<file path="src/rtl/coloring_pkg.sv">
// coloring_pkg
// Shared definitions for the colour-stream generator and any checker model
// that must agree with it on what a legal stream looks like.
//   - colour encodings (red, green, blue, segment separator)
//   - tracker encoding for the last emitted colour of the current segment
//   - colorToTrk(): maps an emitted colour onto its tracker value
//   - legal():      decides whether a requested colour may follow the tracker
package coloring_pkg;

  typedef logic [1:0] color_t;
  typedef logic [1:0] trk_t;

  // Width of the run counter; enough for the largest allowed MAX_RUN of 7.
  localparam int RUN_W = 3;

  localparam color_t COL_RED   = 2'b00;
  localparam color_t COL_GREEN = 2'b01;
  localparam color_t COL_BLUE  = 2'b10;
  localparam color_t COL_SEP   = 2'b11;

  localparam trk_t TRK_NONE  = 2'd0;
  localparam trk_t TRK_RED   = 2'd1;
  localparam trk_t TRK_GREEN = 2'd2;
  localparam trk_t TRK_BLUE  = 2'd3;

  // A separator has no tracker value of its own; it returns the segment to NONE.
  function automatic trk_t colorToTrk(input color_t c);
    case (c)
      COL_RED:   return TRK_RED;
      COL_GREEN: return TRK_GREEN;
      COL_BLUE:  return TRK_BLUE;
      default:   return TRK_NONE;
    endcase
  endfunction

  // Red and green may never touch, and no colour may repeat beyond maxRun
  // within one segment. Separators and the first beat of a segment are free.
  function automatic logic legal(input trk_t last, input logic [RUN_W-1:0] run,
                                 input color_t c, input logic [RUN_W-1:0] maxRun);
    if (c == COL_SEP) return 1'b1;
    if (last == TRK_NONE) return 1'b1;
    if ((c == COL_RED && last == TRK_GREEN) || (c == COL_GREEN && last == TRK_RED))
      return 1'b0;
    if (colorToTrk(c) == last && run == maxRun) return 1'b0;
    return 1'b1;
  endfunction

endpackage

</file>
<file path="src/rtl/color_legalizer.sv">
// color_legalizer
// Combinational substitution stage: given the tracker state and a request,
// produce the colour to emit and flag whether it replaced the request.
//   last_i  : tracker value of the last emitted colour in this segment
//   run_i   : how many times last_i has been emitted in a row
//   color_i : requested colour
//   emit_o  : colour to emit
//   fixed_o : 1 when emit_o is a substitute
module color_legalizer
  import coloring_pkg::*;
#(
  parameter int MAX_RUN = 2
) (
  input  logic [1:0]       last_i,
  input  logic [RUN_W-1:0] run_i,
  input  logic [1:0]       color_i,
  output logic [1:0]       emit_o,
  output logic             fixed_o
);

  // An illegal red/green request can only happen while last is red or green,
  // so blue is always a safe substitute. An illegal blue means the blue run is
  // full, and red cannot conflict with blue.
  always_comb begin
    emit_o  = color_i;
    fixed_o = 1'b0;
    if (!legal(last_i, run_i, color_i, RUN_W'(MAX_RUN))) begin
      fixed_o = 1'b1;
      emit_o  = (color_i == COL_BLUE) ? COL_RED : COL_BLUE;
    end
  end

endmodule

</file>
<file path="src/rtl/coloring_gen.sv">
// coloring_gen
// Transmitter for the colour stream: accepts requested colours over a
// valid/ready handshake, replaces illegal ones with a legal substitute and
// registers the result with one cycle of latency.
//   clk, rst_n           : clock and synchronous active-low reset
//   in_color/valid/ready : request side
//   out_color/valid/ready: emitted stream
//   out_fixed            : current output beat is a substitute
//   sub_cnt              : saturating count of substitutions since reset
module coloring_gen
  import coloring_pkg::*;
#(
  parameter int MAX_RUN = 2,
  parameter int CNT_W   = 8
) (
  input  logic             clk,
  input  logic             rst_n,
  input  logic [1:0]       in_color,
  input  logic             in_valid,
  output logic             in_ready,
  output logic [1:0]       out_color,
  output logic             out_valid,
  input  logic             out_ready,
  output logic             out_fixed,
  output logic [CNT_W-1:0] sub_cnt
);

  logic [1:0]       out_color_q, out_color_d;
  logic             out_valid_q, out_valid_d;
  logic             out_fixed_q, out_fixed_d;
  logic [CNT_W-1:0] sub_cnt_q, sub_cnt_d;
  trk_t             last_q, last_d;
  logic [RUN_W-1:0] run_q, run_d;

  logic [1:0] emitColor;
  logic       emitFixed;
  logic       accept;
  trk_t       emitTrk;

  color_legalizer #(.MAX_RUN(MAX_RUN)) u_legalizer (
    .last_i  (last_q),
    .run_i   (run_q),
    .color_i (in_color),
    .emit_o  (emitColor),
    .fixed_o (emitFixed)
  );

  // The output register can take a new beat whenever it is empty or its
  // current beat leaves this cycle.
  assign in_ready = ~out_valid_q | out_ready;
  assign accept   = in_valid & in_ready;
  assign emitTrk  = colorToTrk(emitColor);

  // The tracker follows what was actually emitted, so a substitute starts or
  // extends its own run exactly as a requested colour would.
  always_comb begin
    out_color_d = out_color_q;
    out_valid_d = out_valid_q;
    out_fixed_d = out_fixed_q;
    sub_cnt_d   = sub_cnt_q;
    last_d      = last_q;
    run_d       = run_q;
    if (accept) begin
      out_color_d = emitColor;
      out_valid_d = 1'b1;
      out_fixed_d = emitFixed;
      if (emitFixed && sub_cnt_q != {CNT_W{1'b1}}) begin
        sub_cnt_d = sub_cnt_q + CNT_W'(1);
      end
      if (emitColor == COL_SEP) begin
        last_d = TRK_NONE;
        run_d  = '0;
      end else if (emitTrk == last_q) begin
        run_d = run_q + RUN_W'(1);
      end else begin
        last_d = emitTrk;
        run_d  = RUN_W'(1);
      end
    end else if (out_ready) begin
      out_valid_d = 1'b0;
    end
  end

  always_ff @(posedge clk) begin
    if (!rst_n) begin
      out_color_q <= COL_SEP;
      out_valid_q <= 1'b0;
      out_fixed_q <= 1'b0;
      sub_cnt_q   <= '0;
      last_q      <= TRK_NONE;
      run_q       <= '0;
    end else begin
      out_color_q <= out_color_d;
      out_valid_q <= out_valid_d;
      out_fixed_q <= out_fixed_d;
      sub_cnt_q   <= sub_cnt_d;
      last_q      <= last_d;
      run_q       <= run_d;
    end
  end

  assign out_color = out_color_q;
  assign out_valid = out_valid_q;
  assign out_fixed = out_fixed_q;
  assign sub_cnt   = sub_cnt_q;

endmodule

</file>
<file path="config.mk">
export PLATFORM = sky130hd
export DESIGN_NAME = coloring_gen
export DESIGN_NICKNAME = d
export VERILOG_FILES = /design/src/rtl/coloring_pkg.sv /design/src/rtl/color_legalizer.sv /design/src/rtl/coloring_gen.sv
export SDC_FILE = /design/constraint.sdc
export NUM_CORES = 1
export LEC_CHECK = 0
export CAP_MARGIN = 20
export CELL_PAD_IN_SITES_DETAIL_PLACEMENT = 0
export CELL_PAD_IN_SITES_GLOBAL_PLACEMENT = 1
export CORE_MARGIN = 2
export CORE_UTILIZATION = 30
export DETAILED_ROUTE_END_ITERATION = 8
export PLACE_DENSITY = 0.72
export REMOVE_ABC_BUFFERS = 1
export SYNTH_ARGS = -nofsm -noshare
export SYNTH_HDL_FRONTEND = slang
export SYNTH_HIERARCHICAL = 1
export SYNTH_SLANG_ARGS = --single-unit
</file>
<file path="constraint.sdc">
create_clock -name clk -period 8.6 [get_ports clk]
set_input_delay 1.72 -clock clk [delete_from_list [all_inputs] [get_ports clk]]
set_output_delay 1.72 -clock clk [all_outputs]
set_load 0.05 [all_outputs]
</file>
# Word-level counts from Yosys, hierarchy flattened
# Cells that the tools add are included.
[classes]
n_div = 0
reduce_logical = 11
bitwise_logic = 3
n_mux = 32
multipliers = 0
addsub = 2
n_eq_ne = 13
magnitude_cmp = 0
shifts = 0
[op_table]
columns = ["op", "count"]
rows = [
  ["two-way mux 1 bit", 21],
  ["two-way mux 2 bit", 7],
  ["case mux 2 bit (3 select lines)", 2],
  ["== test 2 bit (second input constant)", 5],
  ["adder 8 x 1 -> 8 bit (second input constant)", 1],
  ["!= test 8 bit (second input constant)", 1],
  ["== test 2 x 1 -> 1 bit (second input constant)", 3],
  ["zero test 2 bit", 3],
  ["two-way mux 3 bit", 2],
  ["== test 2 bit", 2],
  ["logical AND 1 bit", 4],
  ["AND reduction 2 bit", 2],
  ["adder 3 x 1 -> 3 bit (second input constant)", 1],
  ["== test 3 x 2 -> 1 bit (second input constant)", 1],
  ["!= test 2 bit (second input constant)", 1],
  ["nonzero test 2 bit", 1],
  ["AND 1 bit", 1],
  ["logical OR 1 bit", 1],
  ["NOT 1 bit", 1],
  ["OR 1 bit", 1],
]
[word_totals]
latch_bits = 0
mem_bits_rw = 0
output_inout_bits = 13
ff_bits = 17
mem_count = 0
inputBits = 6
romBits = 0
word_cells = 67

# Depth between registers and ports, before layout
[logic_depth]
depth_word = 25
ltp_mapped = 12
mapped_depth_nobuf = 12

# Hierarchy
# Netlist, hierarchy kept.
[by_module_without_submodules]
columns = ["module", "cells_each", "n_inst", "area_each_um2", "seq_area_each_um2"]
rows = [
  ["coloring_gen", 97, 1, 824.5, 340.3],
  ["color_legalizer", 17, 1, 142.6, 0.0],
]

# Least setup slack after synthesis
# No wires, ideal clock.
[synth_path]
kind = "input-to-reg"
from = "input in_color[0]"
to = "register run_q[2]"
arrival_ns = 4.374
n_path_buf = 0
setup_ns = 0.070
t_required_ns = 8.530
cell_stages = 12
path_slack_ns = 4.155
cell_sequence = "inv_1 -> ha_1 -> xnor2_1 -> o211ai_1 -> a221oi_2 -> mux2i_1 -> inv_1 -> ha_1 -> or3_4 -> a211o_1 -> or4_1 -> a21oi_1"
[synth_between]
elab_chain_cells = 21
elab_cells_between_ends = 37
cone_classes = "eq/ne: 8; mux: 23; reduce/logical: 6"
[synth_rtl]
columns = ["item", "line", "rtl"]
rows = [
  ["start: declaration", "coloring_gen.sv:18", "input logic [1:0] in_color,"],
  ["== test 2 bit (tied with other cells)", "coloring_pkg.sv:28, color_legalizer.sv:29", ""],
  ["case mux 2 bit (3 select lines)", "coloring_pkg.sv:28", "case (c)"],
  ["two-way mux 2 bit", "coloring_pkg.sv:44", "if (colorToTrk(c) == last && run == maxRun) return 1'b0;"],
  ["two-way mux 2 bit", "coloring_pkg.sv:42", "if ((c == COL_RED && last == TRK_GREEN) || (c == COL_GREEN && last == TRK_RED))"],
  ["two-way mux 2 bit", "coloring_pkg.sv:41", "if (last == TRK_NONE) return 1'b1;"],
  ["== test 2 bit", "coloring_pkg.sv:44", ""],
  ["logical AND 1 bit", "coloring_pkg.sv:44", ""],
  ["two-way mux 1 bit (2 in a row)", "coloring_pkg.sv:44", ""],
  ["[5 not listed]", "--", ""],
  ["two-way mux 1 bit", "coloring_pkg.sv:41", ""],
  ["two-way mux 2 bit (*)", "color_legalizer.sv:27", "if (!legal(last_i, run_i, color_i, RUN_W'(MAX_RUN))) begin"],
  ["named net emitColor[1]", "coloring_gen.sv:35", "logic [1:0] emitColor;"],
  ["== test 2 bit (tied with other cells)", "coloring_pkg.sv:28", ""],
  ["case mux 2 bit (3 select lines)", "coloring_pkg.sv:28", ""],
  ["== test 2 bit", "coloring_gen.sv:73", "end else if (emitTrk == last_q) begin"],
  ["two-way mux 3 bit", "coloring_gen.sv:73", ""],
  ["two-way mux 3 bit (*)", "coloring_gen.sv:70", "if (emitColor == COL_SEP) begin"],
  ["end signal: assignment", "coloring_gen.sv:98", "run_q <= run_d;"],
  ["end: declaration", "coloring_gen.sv:33", "logic [RUN_W-1:0] run_q, run_d;"],
]
# The timed path passes the listed nets; every way through them passes the cells marked *. The select of a mux whose other input is x is not followed.
# A chain may end at the register's enable or synchronous reset.

# Worst setup path in the final report
[layout_path]
from = "input out_ready"
to = "output in_ready"
[layout_between]
elab_chain_cells = 1
[layout_rtl]
columns = ["item", "line", "rtl"]
rows = [
  ["start: declaration", "coloring_gen.sv:23", "input logic out_ready,"],
  ["OR 1 bit", "coloring_gen.sv:50", "assign in_ready = ~out_valid_q | out_ready;"],
  ["end: declaration", "coloring_gen.sv:20", "output logic in_ready,"],
]
# No other way between the ends.

==> results.cfg <==
[grt]
grt_usage_pct = 12.9
grt_overflow = 0
grt_max_degree = 16
grt_pass1_wl_um = 3590
grt_pass1_vias = 858
antenna_found_initial = 0

[worst_hold_path]
hp-class = reg -> reg

[sta]
setup_tns_ns = 0
hold_viol_final = 0
relSlewSlack_pct = 58.9
finalCritPeriodShare_pct = 58.2
drv_slew = 0
fin_ws_ns = 3.60
clock_skew_ns = 0.0104
worstMarginPinSlew_ns = 0.614
rsz0062_at_grt = false
timing.hold.ws_ns = 0.477
fin_crit_ns = 5.00
finalSetupViolCount = 0
fmax_ghz = 0.200

[route]
antenna_left = 0
vias_per_cell = 5.16
drtPass1Iterations = 4
drc_errors = 0
detail_route.wl_per_cell_um = 11.9
wl_um = 2080
drtIter0Drc = 24
vias = 903

[power_and_ir_drop]
powerDensity_nw_per_um2 = 134
p_leak_nw = 0.430
design_power_total_mw = 0.163
vdd_drop_max_mv = 0.0856

[logic_synthesis]
synth_seq_area_share_pct = 35.2
yosys_warnings = 6
synth_area_leader_cell = dfxtp_1
yosysMostFrequentCell = dfxtp_1
syn-cell-area_um2 = 967
synth.area.top_cells = dfxtp_1, ha_1, a21oi_1, inv_1, nand3_1
ys_types = 32
synth-edff-count = 0
ys_ff_latch = 17
synth-async-reset-ratio_pct = 0
synth_cells = 114
synth.top_cells.by_count = dfxtp_1, a21oi_1, inv_1
ys.flop_type = dfxtp_1
synth_top_area_share_pct = 35.2
synth_area_per_cell_um2 = 8.48

[place]
place.gp.congestion = 0.772
dpl_worst_slack_ns = 3.34
io_buffer_count = 18
dp_hpwl_um = 1580
placedCellCount = 171
post_dp_cell_area_um2 = 1180

[worst_setup_path]
startpoint_type = primary input
cp_slowest_stage_delay_ns = 0.86
critPathMaxFanout = 7
path_cells = clkdlybuf4s50_1 > nand2b_1 > clkdlybuf4s50_1
crit_top_cell = clkdlybuf4s50_1
path_class = in -> out
crit_family = buffers and inverters
crit_path_top_delay_cell = clkdlybuf4s50_1
required_ns = 6.88
cp.buffers_inverters = 2
end_kind = primary output
worstPathArrival_ns = 3.28

[cts]
clk_path_buf_depth = 2
ctsResizeCount = 0
cts_tree = yes
cts-root-buf = clkbuf_4
cts-buffers-inserted = 3
numClockSinks = 17
path_clk_slew_ns = 0.10
holdBufCountCts = 0
clock_insertion_delay_worst_skew_ns = 0.30
post_cts_buffers = 0
cts_max_level = 1

[die]
initial_core_util_pct = 31.7
die_x_um = 60.8
chipHeight_um = 60.8
io_pins = 19
core-area_um2 = 3050
dieArea_um2 = 3690
std_cell_rows = 20

[cells_and_area]
fin_util_pct = 39.7
layout-drive-gt1-share_pct = 6.11
design_area_um2 = 1210
stdcell_count = 175
area_growth_pct = 25.4
nNetsFinal = 147
n_antenna_cell = 0

[status]
status = complete, no violations

[flow_run]
maxCapViolCount = 0
==> cell families (layout without fill, tap and decap cells) <==
| family | Yosys count | in the layout | synth area share [%] |
|---|---|---|---|
| AOI/OAI and AO/OA | 35 | 35 | 23.9 |
| and+or+nand+nor | 35 | 35 | 20.4 |
| buffers and inverters | 15 | 32 | 5.95 |
| adders and majority gates | 9 | 9 | 11.6 |
| muxes | 1 | 1 | 1.03 |
| DFF | 17 | 17 | 35.2 |
| xor gates and xnor gates | 2 | 2 | 1.81 |
==> worst min-delay path, delay by kind of cell, from the launching register on <==
family             cells  cell delay [ns]
AOI/OAI and AO/OA      1             0.05
DFF                    1             0.33
and+or+nand+nor        1             0.06
==> placed cells by master, fill, tap and decap left out, drive strengths merged, types with 4 or more instances in the layout <==
| cell | count |
|---|---|
| a21oi | 14 |
| clkdlybuf4s50 | 18 |
| dfxtp | 17 |
| ha | 9 |
| inv | 10 |
| nand2 | 9 |
| nand3 | 7 |
| nor2 | 4 |
| o21ai | 5 |
| or3 | 5 |
| or4 | 4 |
==> routing by layer <==
layer	wire length (um)	vias up	part of all wire [%]	GRT usage, %
met5	0	-	0	0
met4	10	0	0.48	2.80
met3	48	2	2.3	3.84
met2	1060	14	51	24.0
met1	966	436	46	14.4
li1	-	451	-	-
==> registers in the layout, summed over array words and instances, names as in the netlist <==
name,count
sub_cnt,8
last_q,2
run_q,3
out_color,2
out_fixed,1
out_valid,1
==> worst paths after layout <==
kind                          startpoint                endpoint  slack [ns]  cells past startpoint
setup / recovery               out_ready                in_ready        3.60                      3
hold / removal    out_fixed$_SDFFE_PN0P_  out_fixed$_SDFFE_PN0P_        0.48                      2
setup reg to reg  last_q[0]$_SDFFE_PN0P_   run_q[2]$_SDFFE_PN0P_        5.59                     10
hold reg to reg   out_fixed$_SDFFE_PN0P_  out_fixed$_SDFFE_PN0P_        0.48                      2
==> final cells by class <==
type | instances | area [um2]
Multi-Input combinational cell | 82 | 569
Timing Repair Buffer | 18 | 180
Clock buffer | 3 | 22.5
Tap cell | 44 | 55.1
Fill cell | 332 | 1840
Inverter | 10 | 37.5
Clock inverter | 1 | 7.51
Sequential cell | 17 | 340
==> report_power, final <==
part           switching (mW)  internal (mW)  leakage, nW
registers             0.00243         0.0813        0.138
clock network          0.0283         0.0177       0.0139
logic                  0.0192         0.0136        0.278
No activity file was read; power rests on OpenSTA's default activity.
